<file path="config.mk">
export PLATFORM = sky130hd
export DESIGN_NAME = result_writer
export DESIGN_NICKNAME = d
export VERILOG_FILES = /design/src/rtl/result_writer_pkg.sv /design/src/rtl/result_writer.sv
export SDC_FILE = /design/constraint.sdc
export NUM_CORES = 1
export LEC_CHECK = 0
export CAP_MARGIN = 20
export CORE_MARGIN = 3
export CORE_UTILIZATION = 30
export CTS_CLUSTER_DIAMETER = 50
export CTS_CLUSTER_SIZE = 12
export DETAILED_ROUTE_END_ITERATION = 7
export HOLD_SLACK_MARGIN = 0.1
export SLEW_MARGIN = 5
export SYNTH_ARGS = -nofsm -noshare
export SYNTH_HDL_FRONTEND = slang
export SYNTH_SLANG_ARGS = --single-unit
</file>
<file path="constraint.sdc">
create_clock -name i_clk -period 3.45 [get_ports i_clk]
set_clock_uncertainty 0.2 [all_clocks]
set_input_delay 0.345 -clock i_clk [delete_from_list [all_inputs] [get_ports i_clk]]
set_output_delay 0.345 -clock i_clk [all_outputs]
set_load 0.005 [all_outputs]
</file>
<file path="src/rtl/result_writer_pkg.sv">
// Shared types and constants for the ray-result write path to SDRAM.
// Holds the writer state encoding, Avalon halfword sizing and Q16.16 helpers.
package result_writer_pkg;

  typedef enum logic [1:0] {
    ST_IDLE  = 2'd0,
    ST_WRITE = 2'd1,
    ST_DONE  = 2'd2
  } wr_state_e;

  localparam int unsigned AVM_HALF_BYTES = 2;
  localparam int unsigned RESULT_NDWORDS = 3;

  // Q16.16 fixed-point unity and largest positive value
  localparam logic [31:0] FIP_ONE = 32'h0001_0000;
  localparam logic [31:0] FIP_MAX = 32'h7FFF_FFFF;

  // Byte address of record 'index'; product and sum both wrap modulo 2^32.
  function automatic logic [31:0] record_addr(input logic [31:0] base,
                                              input logic [31:0] index,
                                              input int unsigned ndwords);
    logic [31:0] stride;
    stride = 32'(ndwords * 2 * AVM_HALF_BYTES);
    return base + index * stride;
  endfunction

endpackage

</file>
<file path="src/rtl/result_writer.sv">
// Avalon-MM write master that serialises one per-ray result record into
// 2*NDWORDS little-endian 16-bit writes, honouring waitrequest.
module result_writer
  import result_writer_pkg::*;
#(
  parameter int unsigned NDWORDS = RESULT_NDWORDS
) (
  input  logic                    i_clk,
  input  logic                    i_rstn,
  input  logic [31:0]             i_baseaddr,
  input  logic [31:0]             i_index,
  input  logic [32*NDWORDS-1:0]   i_data,
  input  logic                    i_valid,
  output logic                    o_ready,
  output logic                    o_busy,
  output logic                    o_done,
  output logic                    avm_m0_write,
  output logic [31:0]             avm_m0_address,
  output logic [15:0]             avm_m0_writedata,
  output logic [1:0]              avm_m0_byteenable,
  input  logic                    avm_m0_waitrequest
);

  localparam int unsigned NHALF  = 2 * NDWORDS;
  localparam int unsigned HW     = (NHALF > 2) ? $clog2(NHALF) : 1;
  localparam logic [HW-1:0] LAST_H = HW'(NHALF - 1);

  wr_state_e             state_q;
  logic [HW-1:0]         h_q;
  logic [32*NDWORDS-1:0] data_q;
  logic                  ready_q;
  logic                  busy_q;
  logic                  done_q;
  logic                  write_q;
  logic [31:0]           addr_q;
  logic [15:0]           wdata_q;
  logic [1:0]            be_q;

  logic                  accept;
  logic                  last_h;
  logic [HW-1:0]         h_d;
  logic [15:0]           next_half;
  logic [31:0]           start_addr;

  always_comb begin
    // NOTE: every signal gets a value before any conditional, so no latch can be inferred.
    accept     = (state_q == ST_IDLE) && i_valid && ready_q;
    last_h     = (h_q == LAST_H);
    h_d        = h_q + HW'(1);
    next_half  = '0;
    start_addr = record_addr(i_baseaddr, i_index, NDWORDS);
    if (!last_h) begin
      next_half = data_q[int'(h_d) * 16 +: 16];
    end
  end

  // Address advances by one halfword per accepted beat, equal to A0 + 2*h.
  always_ff @(posedge i_clk or negedge i_rstn) begin
    if (!i_rstn) begin
      // NOTE: the record buffer is a plain register bank, so it is cleared with the rest of the state.
      state_q <= ST_IDLE;
      h_q     <= '0;
      data_q  <= '0;
      ready_q <= 1'b1;
      busy_q  <= 1'b0;
      done_q  <= 1'b0;
      write_q <= 1'b0;
      addr_q  <= '0;
      wdata_q <= '0;
      be_q    <= '0;
    end else begin
      // NOTE: non-blocking assignments so every register sees pre-edge values.
      case (state_q)
        ST_IDLE: begin
          if (accept) begin
            data_q  <= i_data;
            h_q     <= '0;
            addr_q  <= start_addr;
            wdata_q <= i_data[15:0];
            write_q <= 1'b1;
            be_q    <= 2'b11;
            ready_q <= 1'b0;
            busy_q  <= 1'b1;
            state_q <= ST_WRITE;
          end
        end

        ST_WRITE: begin
          if (write_q && !avm_m0_waitrequest) begin
            if (last_h) begin
              write_q <= 1'b0;
              be_q    <= 2'b00;
              busy_q  <= 1'b0;
              done_q  <= 1'b1;
              state_q <= ST_DONE;
            end else begin
              h_q     <= h_d;
              addr_q  <= addr_q + 32'(AVM_HALF_BYTES);
              wdata_q <= next_half;
            end
          end
        end

        ST_DONE: begin
          done_q  <= 1'b0;
          ready_q <= 1'b1;
          state_q <= ST_IDLE;
        end

        default: begin
          write_q <= 1'b0;
          be_q    <= 2'b00;
          busy_q  <= 1'b0;
          done_q  <= 1'b0;
          ready_q <= 1'b1;
          state_q <= ST_IDLE;
        end
      endcase
    end
  end

  assign o_ready           = ready_q;
  assign o_busy            = busy_q;
  assign o_done            = done_q;
  assign avm_m0_write      = write_q;
  assign avm_m0_address    = addr_q;
  assign avm_m0_writedata  = wdata_q;
  assign avm_m0_byteenable = be_q;

endmodule
</file>
**Yosys cells after proc, flatten, opt, wreduce, memory -nomap -nowiden**

Index checks and enable logic that the tools add are counted.

- Register bits: 154
- Input port bits: 164
- Logic and storage cells: 65

- $add $sub $neg: 3
- Multiply operators: 1
- Equality and inequality tests: 7
- Shift operators: 1
- Muxes and demuxes: 29
- Bitwise logic cells: 3
- Reductions and logical operators: 12

Operators by type and width:

| cell | number |
|---|---|
| two-way mux 32 bit | 3 |
| indexed part select 96 x 8 -> 16 bit | 1 |
| one-hot mux 32 bit (2 select lines) | 1 |
| two-way mux 16 bit | 3 |
| adder 32 x 2 -> 32 bit (second input constant) | 1 |
| adder 32 bit | 1 |
| multiplier 32 x 2 -> 30 bit (second input constant) | 1 |
| one-hot mux 16 bit (2 select lines) | 1 |
| two-way mux 2 bit | 6 |
| two-way mux 3 bit | 3 |
| != test 2 bit (second input constant) | 4 |
| AND reduction 4 bit | 2 |
| two-way mux 1 bit | 6 |
| one-hot mux 2 bit (3 select lines) | 1 |
| one-hot mux 3 bit (2 select lines) | 1 |
| AND reduction 3 bit | 2 |
| one-hot mux 1 bit (2 select lines) | 2 |
| one-hot mux 2 bit (2 select lines) | 1 |
| AND reduction 2 bit | 2 |
| adder 3 x 1 -> 3 bit (second input constant) | 1 |
| == test 3 bit (second input constant) | 1 |
| logical AND 1 bit | 3 |
| NOT 1 bit | 3 |
| one-hot mux 1 bit (3 select lines) | 1 |
| 5 further kinds | 5 |

**Logic depth before layout (Yosys ltp)**

- Word-level depth: 5
- Mapped depth: 20

**Least setup slack after synthesis**

No wires, ideal clock.

- Path kind: input -> register
- Start: input i_index[0]
- End: register addr_q[31], in the netlist avm_m0_address[31]
- Library setup time: 0.094 ns
- Arrival time: 4.398 ns
- Required time: 3.156 ns
- Slack: -1.242 ns
- Stages: 18
- Path buffers: 0
- Cell sequence: ha_1 fa_1 a211oi_2 o311ai_1 a311o_1 a21oi_1 o21ai_0 a21o_1 a21oi_1 xnor2_1 ha_1 and3_1 a221o_1 a21o_1 a41oi_1 a21o_1 xnor3_1 a221oi_2

- Word-level cells in the longest chain between the ends: 4

Ends and longest elaborated chain:

| what | line | text |
|---|---|---|
| from (decl) | result_writer.sv:11 | `input logic [31:0] i_index,` |
| multiplier 32 x 2 -> 30 bit | result_writer_pkg.sv:24 | `return base + index * stride;` |
| adder 32 bit | result_writer_pkg.sv:24 |  |
| two-way mux 32 bit | result_writer.sv:75 | `if (accept) begin` |
| one-hot mux 32 bit (2 select lines) | result_writer.sv:73 | `case (state_q)` |
| to (signal assigned) | result_writer.sv:78 | `addr_q <= start_addr;` |
| to (signal assigned) | result_writer.sv:98 | `addr_q <= addr_q + 32'(AVM_HALF_BYTES);` |
| to (decl) | result_writer.sv:35 | `logic [31:0] addr_q;` |

No other way between the ends. The select of a mux whose other input is x is not followed.
A chain may end at the register's enable or synchronous reset.

**Worst setup path after layout**

- Start: input i_index[1]
- End: register addr_q[31], in the netlist avm_m0_address[31]

The elaborated chain is that of the path after synthesis.

==> results.ini <==
[synth]
synth_async_sr_flop_share_pct = 100
ys_top_cells_by_area = dfrtp_1 (38%), nand2_1 (13%), ha_1 (8.0%)
netlist_instances = 1195
synth_cell_types = 66
yosysTopAreaCell = dfrtp_1
ys.flop_type = dfrtp_1
syn_area_um2 = 10000
synth_nets = 1425
yosysWarnings = 0
synth_top_area_share_pct = 37.7
synth.avg_cell_area_um2 = 8.39
synth-edff-count = 0
ys_ff_latch = 152
synth-seq-area-share_pct = 38.0

[routing]
drc = 0
drt_first_pass_iters = 5
drt-initial-drc-count = 459
postRouteWirelength_um = 31100
ant_nets = 0
via_per_inst = 4.86
wl_per_cell_um = 15.4
num_vias = 9787

[sta]
worst_slack_ns = -0.932
whs_ns = 0.179
period_share_pct = 127
max_freq_mhz = 228
finalCriticalPeriod_ns = 4.38
rsz0062_at_grt = true
hold_violations = 0
maxSlewHeadroom_pct = 33.0
setup_violations = 16
worstMarginPinSlew_ns = 1.00
drv_slew = 0

[run]
max_cap_violations = 0

[die]
die_area_um2 = 35600
placement_rows = 66
coreArea_um2 = 32700
fp.dieH_um = 189
dieWidth_um = 189
initial_core_util_pct = 30.6
io_pins = 218

[critical_path]
cp.arrival_ns = 4.51
crit_required_ns = 3.58
criticalPathCategory = input port to flop
critical_path.max_fanout = 3
rrSetupSlack_ns = 0.64
startpoint_type = input port
cp-end-kind = flop

[power_and_ir_drop]
pwr_density_cell_nw_per_um2 = 390
power_leakage_nw = 7.11
finalPower_w = 0.00595
peakVddDrop_mv = 0.331

[clocking]
cts.sinks = 152
insertion_delay_ns = 0.43
h-tree-depth = 4
cts_buffers = 17
cts_tree = done
cts_max_path_buffers = 2
cts_root_buf = clkbuf_16
path_clk_slew_ns = 0.06

[layout]
area_delta_synth_final_pct = 52.0
final_util_pct = 46.6
fin_nets = 1790
num-fill-cells = 3142
drive_gt1_share_pct = 21.5
antenna_cells = 0

[place]
place_hpwl_um = 22600
port_buffers = 215
globalplace.congestion = 0.831

[global_route]
grt_usage_pct = 17.4
grt_max_degree = 106
grt_pass1_vias = 9944
antenna_found_initial = 0
grt_remaining_overflow = 0
grt_pass1_wl_um = 50900

[outcome]
outcome = complete, but fails checks
violations = setup timing

[min_path]
min_path_type = input port to flop

what timing repair did:
| item | 4_1_cts | 5_1_grt |
|---|---|---|
| pin swaps | 71 | 72 |
| setup buffers | 27 | 8 |
| resized for setup | 86 | 45 |
| hold endpoints to repair | 80 | 0 |
| hold buffers | 1 | 0 |
| endpoints found under the setup margin | 21 | 20 |
where the power goes:
group          switching (W)  internal (W)
Sequential                 0       0.00178
Clock               0.000794       0.00124
Combinational       0.000926       0.00121
cell families after synthesis:
family	synth area share, %
and+or+nand+nor	21.2
xor gates and xnor gates	4.86
buffers and inverters	3.12
DFF	38.0
adders and majority gates	8.39
AOI/OAI and AO/OA	19.2
muxes	5.19
layer usage:
metal  share of wire (%)  wire [um]  up-vias  track usage (%)
li1                    -          -     4930                -
met1                  46      14400     4617             23.1
met2                  46      14400      212             28.5
met3                 5.5       1700       28             4.22
met4                 1.6        490        0             4.55
met5                   0          0        -                0
worst paths after layout:
path,start,endpoint,cells past startpoint
setup / recovery,i_index[1],avm_m0_address[31],21
hold / removal,i_index[0],avm_m0_address[2],4
setup reg to reg,avm_m0_address[11],avm_m0_address[30],9
hold reg to reg,data_q[13],data_q[13],2
max in group asynchronous,i_rstn,data_q[29],3
min in group asynchronous,i_rstn,data_q[65],2
synth_stat cells, drive strengths merged, types with 5 or more instances:
cell type	number
o31ai	6
o21a	5
nor3	18
o21bai	11
nor2b	5
or2	7
dfrtp	151
or3	5
and3	9
ha	64
a211oi	8
a21oi	82
clkbuf	48
mux2i	16
a221o	17
nand4	14
buf	13
xnor2	38
mux4	16
nor2	63
nand3	17
a31oi	10
nand2	356
xor2	15
nand2b	6
o22ai	6
o21ai	85
a21o	34
inv	19
critical path, cell delays in order:
cell and delay, ns:
buf_8 0.10, ha_4 0.16, fa_2 0.41, a211oi_4 0.27
o311ai_2 0.13, a311o_1 0.36, buf_4 0.15, a31o_1 0.22
a21oi_2 0.16, nor2b_1 0.06, o21a_1 0.18, o41ai_2 0.24
xnor2_1 0.17, ha_1 0.29, a21oi_1 0.13, o21ai_1 0.08
a21o_1 0.19, a41oi_2 0.18, a21o_1 0.15, xnor3_1 0.26
a221oi_2 0.29
layout make-up:
cell class	instances	area, um2	share of cell area [%]
multi-input cells	963	6490	42.6
flip-flops and latches	152	3810	25.0
repair buffers	407	3680	24.2
well taps	442	553	3.63
clock buffers	18	439	2.88
clock inverters	13	194	1.27
inverters	19	71.3	0.468
state kept, by name, indices dropped and copies added, names as in the netlist:
| register | flops |
|---|---|
| avm_m0_byteenable | 1 |
| state_q | 2 |
| o_ready | 1 |
| h_q | 3 |
| avm_m0_writedata | 16 |
| o_done | 1 |
| avm_m0_address | 32 |
| data_q | 96 |
cell usage in the layout, fill, tap and decap left out, types with 9 or more instances in the layout:
master	count
nand2_1	353
clkdlybuf4s50_1	204
buf_4	174
dfrtp_1	150
o21ai_0	70
a21oi_1	66
nor2_1	58
ha_1	54
a21o_1	34
xnor2_1	31
inv_1	18
nand3_1	17
a221o_1	17
clkbuf_16	17
nor3_1	16
mux4_2	16
mux2i_1	16
buf_6	15
nand4_1	14
a21oi_2	13
xor2_1	12
o21ai_1	11
o21bai_1	10
ha_4	9
metrics by stage:
step                      std cells  TNS [ns]  setup WS, ns  area [um2]
after floorplan                1195     -6.69        -0.943       10100
after global placement         1962    -25.52         -1.65       14000
after detailed placement       1962    -26.48         -1.74       14000
after CTS                      2016    -10.52        -0.913       15100
after global routing           2014    -12.67         -1.15       15200
final                          2014     -9.77        -0.932       15200
Note: power is estimated with default switching activity, not from simulation.
